$ cat src/rtl/sseg_scan_decoder.sv
// ---------------------------------------------------------------------------
// sseg_scan_decoder
// Monitors the active-low anode/cathode bus of a multiplexed seven-segment
// display and rebuilds the displayed hex value, decimal points and glyph
// validity per digit. Frame_Done pulses once every digit has been seen;
// Bad_Pattern pulses on an illegal glyph or a multi-anode sample.
//
// Build option: define SSEG_DEC_ALT_GLYPH_EN to also accept the alternate
// glyphs 6F (as 9) and 27 (as 7). Without it those glyphs are illegal.
// ---------------------------------------------------------------------------
module sseg_scan_decoder #(
   parameter int NUM_DIGITS    = 8,
   parameter int STABLE_CYCLES = 16
) (
   input  logic                    CLK100MHZ,
   input  logic                    CPU_RESETN,
   input  logic [NUM_DIGITS-1:0]   AN,
   input  logic [7:0]              CA,
   output logic [4*NUM_DIGITS-1:0] Value,
   output logic [NUM_DIGITS-1:0]   DP_Out,
   output logic [NUM_DIGITS-1:0]   Digit_Valid,
   output logic                    Frame_Done,
   output logic                    Bad_Pattern
);

   localparam int BUS_W = NUM_DIGITS + 8;
   localparam int CNT_W = (STABLE_CYCLES > 2) ? $clog2(STABLE_CYCLES) : 1;
   // Last count value seen before moving to SAMPLE; together with the
   // synchronizer and change-detect stages this gives STABLE_CYCLES+3 edges
   // from a pin change to the registered outputs.
   localparam logic [CNT_W-1:0] CNT_LAST = CNT_W'(STABLE_CYCLES - 2);

   typedef enum logic [1:0] {
      ST_SETTLE,
      ST_SAMPLE,
      ST_HOLD
   } state_t;

   logic [BUS_W-1:0]      sync1, sync2, prev;
   logic                  changed;
   state_t                state, next_state;
   logic [CNT_W-1:0]      count, next_count;
   logic                  sample_en;

   logic [NUM_DIGITS-1:0] an_low;
   logic [6:0]            seg;
   logic                  an_single, an_multi;
   logic                  glyph_legal, glyph_blank;
   logic [3:0]            glyph_nib;

   logic [NUM_DIGITS-1:0] seen, seen_next;
   logic                  frame_full;

   // Returns {legal, nibble} for a segment pattern (gfedcba, active-high).
   function automatic logic [4:0] decode_glyph(input logic [6:0] s);
      logic [4:0] r;
      r = 5'b0_0000;
      case (s)
         7'h3F: r = {1'b1, 4'h0};
         7'h06: r = {1'b1, 4'h1};
         7'h5B: r = {1'b1, 4'h2};
         7'h4F: r = {1'b1, 4'h3};
         7'h66: r = {1'b1, 4'h4};
         7'h6D: r = {1'b1, 4'h5};
         7'h7D: r = {1'b1, 4'h6};
         7'h07: r = {1'b1, 4'h7};
         7'h7F: r = {1'b1, 4'h8};
         7'h67: r = {1'b1, 4'h9};
         7'h77: r = {1'b1, 4'hA};
         7'h7C: r = {1'b1, 4'hB};
         7'h39: r = {1'b1, 4'hC};
         7'h5E: r = {1'b1, 4'hD};
         7'h79: r = {1'b1, 4'hE};
         7'h71: r = {1'b1, 4'hF};
`ifdef SSEG_DEC_ALT_GLYPH_EN
         7'h6F: r = {1'b1, 4'h9};
         7'h27: r = {1'b1, 4'h7};
`endif
         default: r = 5'b0_0000;
      endcase
      return r;
   endfunction

   // Two-flop synchronizer plus previous-sample register; idle value is
   // all ones (display off).
   // NOTE: sequential state uses non-blocking (<=) so every flop samples the
   // pre-edge value of its source; blocking here would collapse the chain.
   always_ff @(posedge CLK100MHZ or negedge CPU_RESETN) begin
      if (!CPU_RESETN) begin
         sync1 <= '1;
         sync2 <= '1;
         prev  <= '1;
      end else begin
         sync1 <= {AN, CA};
         sync2 <= sync1;
         prev  <= sync2;
      end
   end

   assign changed = (sync2 != prev);

   // FSM state and stability counter register.
   always_ff @(posedge CLK100MHZ or negedge CPU_RESETN) begin
      if (!CPU_RESETN) begin
         state <= ST_SETTLE;
         count <= '0;
      end else begin
         state <= next_state;
         count <= next_count;
      end
   end

   // Next-state logic: settle on a stable bus, sample once, hold until change.
   // NOTE: every variable gets a default at the top of an always_comb so no
   // path leaves it unassigned and no latch is inferred.
   always_comb begin
      next_state = state;
      next_count = count;
      case (state)
         ST_SETTLE: begin
            if (changed) begin
               next_count = '0;
            end else if (count == CNT_LAST) begin
               next_state = ST_SAMPLE;
               next_count = '0;
            end else begin
               next_count = count + 1'b1;
            end
         end
         ST_SAMPLE: begin
            // A change landing during the sample cycle must not be lost.
            next_state = changed ? ST_SETTLE : ST_HOLD;
            next_count = '0;
         end
         ST_HOLD: begin
            if (changed) begin
               next_state = ST_SETTLE;
               next_count = '0;
            end
         end
         default: begin
            next_state = ST_SETTLE;
            next_count = '0;
         end
      endcase
   end

   assign sample_en = (state == ST_SAMPLE);

   // Anode classification and glyph decode of the stable sample.
   always_comb begin
      an_low      = ~prev[BUS_W-1:8];
      seg         = ~prev[6:0];
      an_single   = (an_low != '0) &&
                    ((an_low & (an_low - NUM_DIGITS'(1))) == '0);
      an_multi    = (an_low != '0) && !an_single;
      glyph_blank = (seg == 7'h00);
      {glyph_legal, glyph_nib} = decode_glyph(seg);
   end

   // Seen-mask update: a full mask is cleared on the edge that raises
   // Frame_Done, and a sample taken in that cycle starts the new frame.
   always_comb begin
      frame_full = &seen;
      seen_next  = frame_full ? '0 : seen;
      if (sample_en && an_single) begin
         seen_next = seen_next | an_low;
      end
   end

   // Output registers: decoded data written only in SAMPLE; pulses self-clear.
   // NOTE: every register here, including the per-digit value store, is
   // cleared by reset so a partial frame never survives it.
   always_ff @(posedge CLK100MHZ or negedge CPU_RESETN) begin
      if (!CPU_RESETN) begin
         Value       <= '0;
         DP_Out      <= '0;
         Digit_Valid <= '0;
         Frame_Done  <= 1'b0;
         Bad_Pattern <= 1'b0;
         seen        <= '0;
      end else begin
         Frame_Done  <= frame_full;
         Bad_Pattern <= 1'b0;
         seen        <= seen_next;
         if (sample_en) begin
            if (an_multi) begin
               Bad_Pattern <= 1'b1;
            end else if (an_single) begin
               if (!glyph_legal && !glyph_blank) begin
                  Bad_Pattern <= 1'b1;
               end
               for (int i = 0; i < NUM_DIGITS; i++) begin
                  if (an_low[i]) begin
                     Value[4*i +: 4] <= glyph_legal ? glyph_nib : 4'h0;
                     Digit_Valid[i]  <= glyph_legal;
                     DP_Out[i]       <= ~prev[7];
                  end
               end
            end
         end
      end
   end

endmodule
$ cat config.mk
export PLATFORM = sky130hd
export DESIGN_NAME = sseg_scan_decoder
export DESIGN_NICKNAME = d
export VERILOG_FILES = /design/src/rtl/sseg_scan_decoder.sv
export SDC_FILE = /design/constraint.sdc
export NUM_CORES = 1
export LEC_CHECK = 0
export ABC_AREA = 1
export ABC_CLOCK_PERIOD_IN_PS = 2300
export CORE_ASPECT_RATIO = 1.25
export CORE_UTILIZATION = 45
export CTS_CLUSTER_SIZE = 28
export DETAILED_ROUTE_END_ITERATION = 8
export PLACE_DENSITY_LB_ADDON = 0.3
export SLEW_MARGIN = 40
export SYNTH_ARGS = -nofsm -noshare
export SYNTH_HDL_FRONTEND = slang
export SYNTH_SLANG_ARGS = --single-unit
$ cat constraint.sdc
create_clock -name CLK100MHZ -period 2.3 [get_ports CLK100MHZ]
set_input_delay 0.575 -clock CLK100MHZ [delete_from_list [all_inputs] [get_ports CLK100MHZ]]
set_output_delay 0.575 -clock CLK100MHZ [all_outputs]
set_load 0.01 [all_outputs]
==> impl_metrics.env <==
export IMPL_critPathArrivalTime_ns=2.15
export IMPL_maxCapViolCount=0
export IMPL_detail_route_antenna_nets=0
export IMPL_setup_worst_path_class="reg -> reg"
export IMPL_leakagePower_nw=2.76
export IMPL_fp_row_count=40
export IMPL_required_time_worst_endpoint_ns=2.53
export IMPL_routedWlPerCell_um=13.1
export IMPL_fin_tns_setup_ns=0
export IMPL_synthesis_instances=462
export IMPL_postPlaceCellArea_um2=5310
export IMPL_power_share_clock=0.405
export IMPL_synth_net_count=482
export IMPL_worstMarginPinSlew_ns=0.601
export IMPL_total_power_mw=3.79
export IMPL_antenna_found_initial=0
export IMPL_grt_first_pass_wirelength_um=15000
export IMPL_grt_usage=0.189
export IMPL_final_setup_skew_ns=0.00653
export IMPL_run_status="finished, final reports clean"
export IMPL_post_route_drc=0
export IMPL_dr_max_layer_used="met4"
export IMPL_clock_fmax_mhz=520
export IMPL_total_switching_power_mw=0.831
export IMPL_grt_setup_unrepaired="false"
export IMPL_detailedRoute_firstPassIterationCount=5
export IMPL_antennaDiodeCount=0
export IMPL_io_pins=68
export IMPL_ctsHoldBuffers=0
export IMPL_seq_area_frac_synth=0.644
export IMPL_routed_via_density=4.75
export IMPL_drtIter0Drc=133
export IMPL_syn_cell_area_um2=4450
export IMPL_path_max_fanout=8
export IMPL_place_congestion=0.855
export IMPL_cts_buffers=9
export IMPL_final_area_um2=5610
export IMPL_clock_sinks=112
export IMPL_area_delta_synth_final_pct=26.1
export IMPL_setup_viol=0
export IMPL_clk_insertion_delay_late_ns=0.35
export IMPL_filler_cell_count=842
export IMPL_dr_wl_met3_um=323
export IMPL_minimum_period_implied_by_the_final_worst_setup_slack_ns=1.92
export IMPL_max_slew_margin_rel=0.596
export IMPL_switching_share=0.219
export IMPL_yosysUniqueCellTypes=26
export IMPL_ys_warn_count=0
export IMPL_share_seq_of_total_power=0.550
export IMPL_floorplan_initialDensity=0.463
export IMPL_num_vias=3190
export IMPL_place_hpwl_um=6370
export IMPL_met2_wire_len_um=4440
export IMPL_hold_viol=0
export IMPL_start_kind="flip-flop"
export IMPL_cts_resized=0
export IMPL_clock_root_buffer="sky130_fd_sc_hd__clkbuf_16"
export IMPL_core_area_um2=9610
export IMPL_postSynthRegisterBits=112
export IMPL_crit_path_end_kind="flip-flop"
export IMPL_utilization=0.584
export IMPL_final_max_slew_violation_count=0
export IMPL_portBuffers=67
export IMPL_worst_setup_hold_path_clk_slew_ns=0.07
export IMPL_wl_um=8810
export IMPL_final_layout_size_suffix_gt1_frac=0.154
export IMPL_cts_path_max_buffers=2
export IMPL_hold_path_class="in -> async"
export IMPL_final_cycle_utilization_of_the_critical_path=0.836
export IMPL_finalNetCount=561
export IMPL_pwr_share_comb=0.045
export IMPL_avgSynthCellArea_um2=9.63
export IMPL_power_density_cell_area_nw_per_um2=675
export IMPL_grt_start_max_net_pins=47
export IMPL_clock_tree_from_tritoncts="done"
export IMPL_post_cts_repair_timing_setup_buffer_count=0
export IMPL_detail_route_wirelength_met1_um=3850
export IMPL_die_area_um2=10300
export IMPL_vias_in_the_first_global_route=3089
export IMPL_number_of_h_tree_levels=3
export IMPL_dieWidth_um=90.9
export IMPL_final_global_route_overflow_total=0
export IMPL_cellInternalPower_mw=2.96
export IMPL_vdd_ir_drop_worst_uv=593
export IMPL_die_h_um=113
[power groups by stage]
stage	clock network, mW	logic [mW]	registers (mW)
after detailed placement	0	0.176	2.12
after global placement	0	0.174	2.12
after floorplan	0	0.0795	2.11
after CTS	1.57	0.177	2.08
after global routing	1.65	0.195	2.09
final	1.53	0.172	2.08
[critical path: stages, from the launching register on]
cell	delay [ns]
sky130_fd_sc_hd__dfstp_2	0.58
sky130_fd_sc_hd__inv_1	0.09
sky130_fd_sc_hd__nand2_1	0.14
sky130_fd_sc_hd__nor2_1	0.06
sky130_fd_sc_hd__nor2_1	0.13
sky130_fd_sc_hd__nand4_1	0.48
sky130_fd_sc_hd__nand2_1	0.23
sky130_fd_sc_hd__nand2_1	0.08
[flip-flops by register name (all words and copies together), names as in the netlist, 2 cells and up]
| signal | cells |
|---|---|
| prev | 16 |
| Digit_Valid | 8 |
| DP_Out | 8 |
| sync2 | 16 |
| count | 4 |
| sync1 | 16 |
| state | 2 |
| seen | 8 |
| Value | 32 |
[final cells by class]
class                   count  area [µm²]  share of cell area
well taps                 126         158              0.0281
clock inverters             4        32.5             0.00580
multi-input cells         318        1460               0.261
repair buffers             69         708               0.126
inverters                  31         116              0.0207
flip-flops and latches    112        2860               0.510
clock buffers              12         268              0.0477
[layout by cell type, fill, tap and decap left out, drive strengths merged, types with 2 or more instances in the layout]
cell type      synthesis  layout
buf                    1       3
clkbuf                 0      12
clkdlybuf4s50          0      66
dfrtp                 64      64
dfstp                 48      48
ha                     2       2
inv                   31      34
nand2                201     201
nand3                 16      16
nand3b                 4       4
nand4                 15      15
nor2                  52      52
o21ai                  4       4
xnor2                 17      17
[logic make-up (layout without fill, tap and decap cells)]
| group | Yosys count | in the layout | share of synthesized area |
|---|---|---|---|
| XOR/XNOR | 18 | 18 | 0.0355 |
| buffers and inverters | 32 | 116 | 0.0270 |
| adder cells (fa/ha/maj) | 2 | 2 | 0.00563 |
| AND/OR/NAND/NOR | 291 | 291 | 0.278 |
| AO/OA/AOI/OAI | 7 | 7 | 0.00985 |
| flip-flops | 112 | 112 | 0.644 |
[synthesized netlist by cell type]
cell,number,area [µm²]
sky130_fd_sc_hd__nand2_1,198,743
sky130_fd_sc_hd__dfrtp_1,64,1600
sky130_fd_sc_hd__dfstp_2,48,1260
sky130_fd_sc_hd__nor2_1,40,150
sky130_fd_sc_hd__inv_1,30,113
sky130_fd_sc_hd__xnor2_1,17,149
sky130_fd_sc_hd__nand3_1,15,75.1
sky130_fd_sc_hd__nand4_1,15,93.8
sky130_fd_sc_hd__nor2_2,11,68.8
sky130_fd_sc_hd__nand3b_1,4,30.0
sky130_fd_sc_hd__nand2_2,3,18.8
sky130_fd_sc_hd__ha_1,2,25.0
sky130_fd_sc_hd__o21ai_0,2,10.0
sky130_fd_sc_hd__a21oi_1,1,5.00
sky130_fd_sc_hd__buf_1,1,3.75
sky130_fd_sc_hd__inv_2,1,3.75
sky130_fd_sc_hd__nand3_4,1,17.5
sky130_fd_sc_hd__nor2_8,1,20.0
sky130_fd_sc_hd__nor3b_1,1,7.51
sky130_fd_sc_hd__nor4_1,1,6.26
sky130_fd_sc_hd__o21a_1,1,7.51
sky130_fd_sc_hd__o21ai_1,1,5.00
sky130_fd_sc_hd__o21ai_2,1,8.76
sky130_fd_sc_hd__o31ai_1,1,7.51
sky130_fd_sc_hd__or2_1,1,6.26
sky130_fd_sc_hd__xor2_1,1,8.76
[worst paths after layout]
check                            from        to  slack [ns]  depth (start not counted)
min                        CPU_RESETN  count[0]        0.22                          1
max reg2reg                   prev[6]  Value[9]        0.38                          7
min in group CLK100MHZ       sync1[1]  sync2[1]        0.36                          0
min reg2reg                  sync1[1]  sync2[1]        0.36                          0
max                           prev[6]  Value[9]        0.38                          7
max in group asynchronous  CPU_RESETN   prev[9]        1.46                          2
[stage by stage]
step	hold WS [ns]	worst slack, ns	instances
2_1_floorplan	0.279	0.652	462
3_3_place_gp	0.346	0.436	656
3_5_place_dp	0.347	0.393	656
4_1_cts	0.226	0.370	672
5_1_grt	0.252	0.197	672
6_report	0.217	0.377	672
[routing by layer]
layer  global-route usage  up-vias
li1                     -     1596
met5                    0        -
met1                0.230     1496
met2                0.323       82
met4               0.0730        0
met3               0.0504       16
Power figures use the tool's default switching activity.
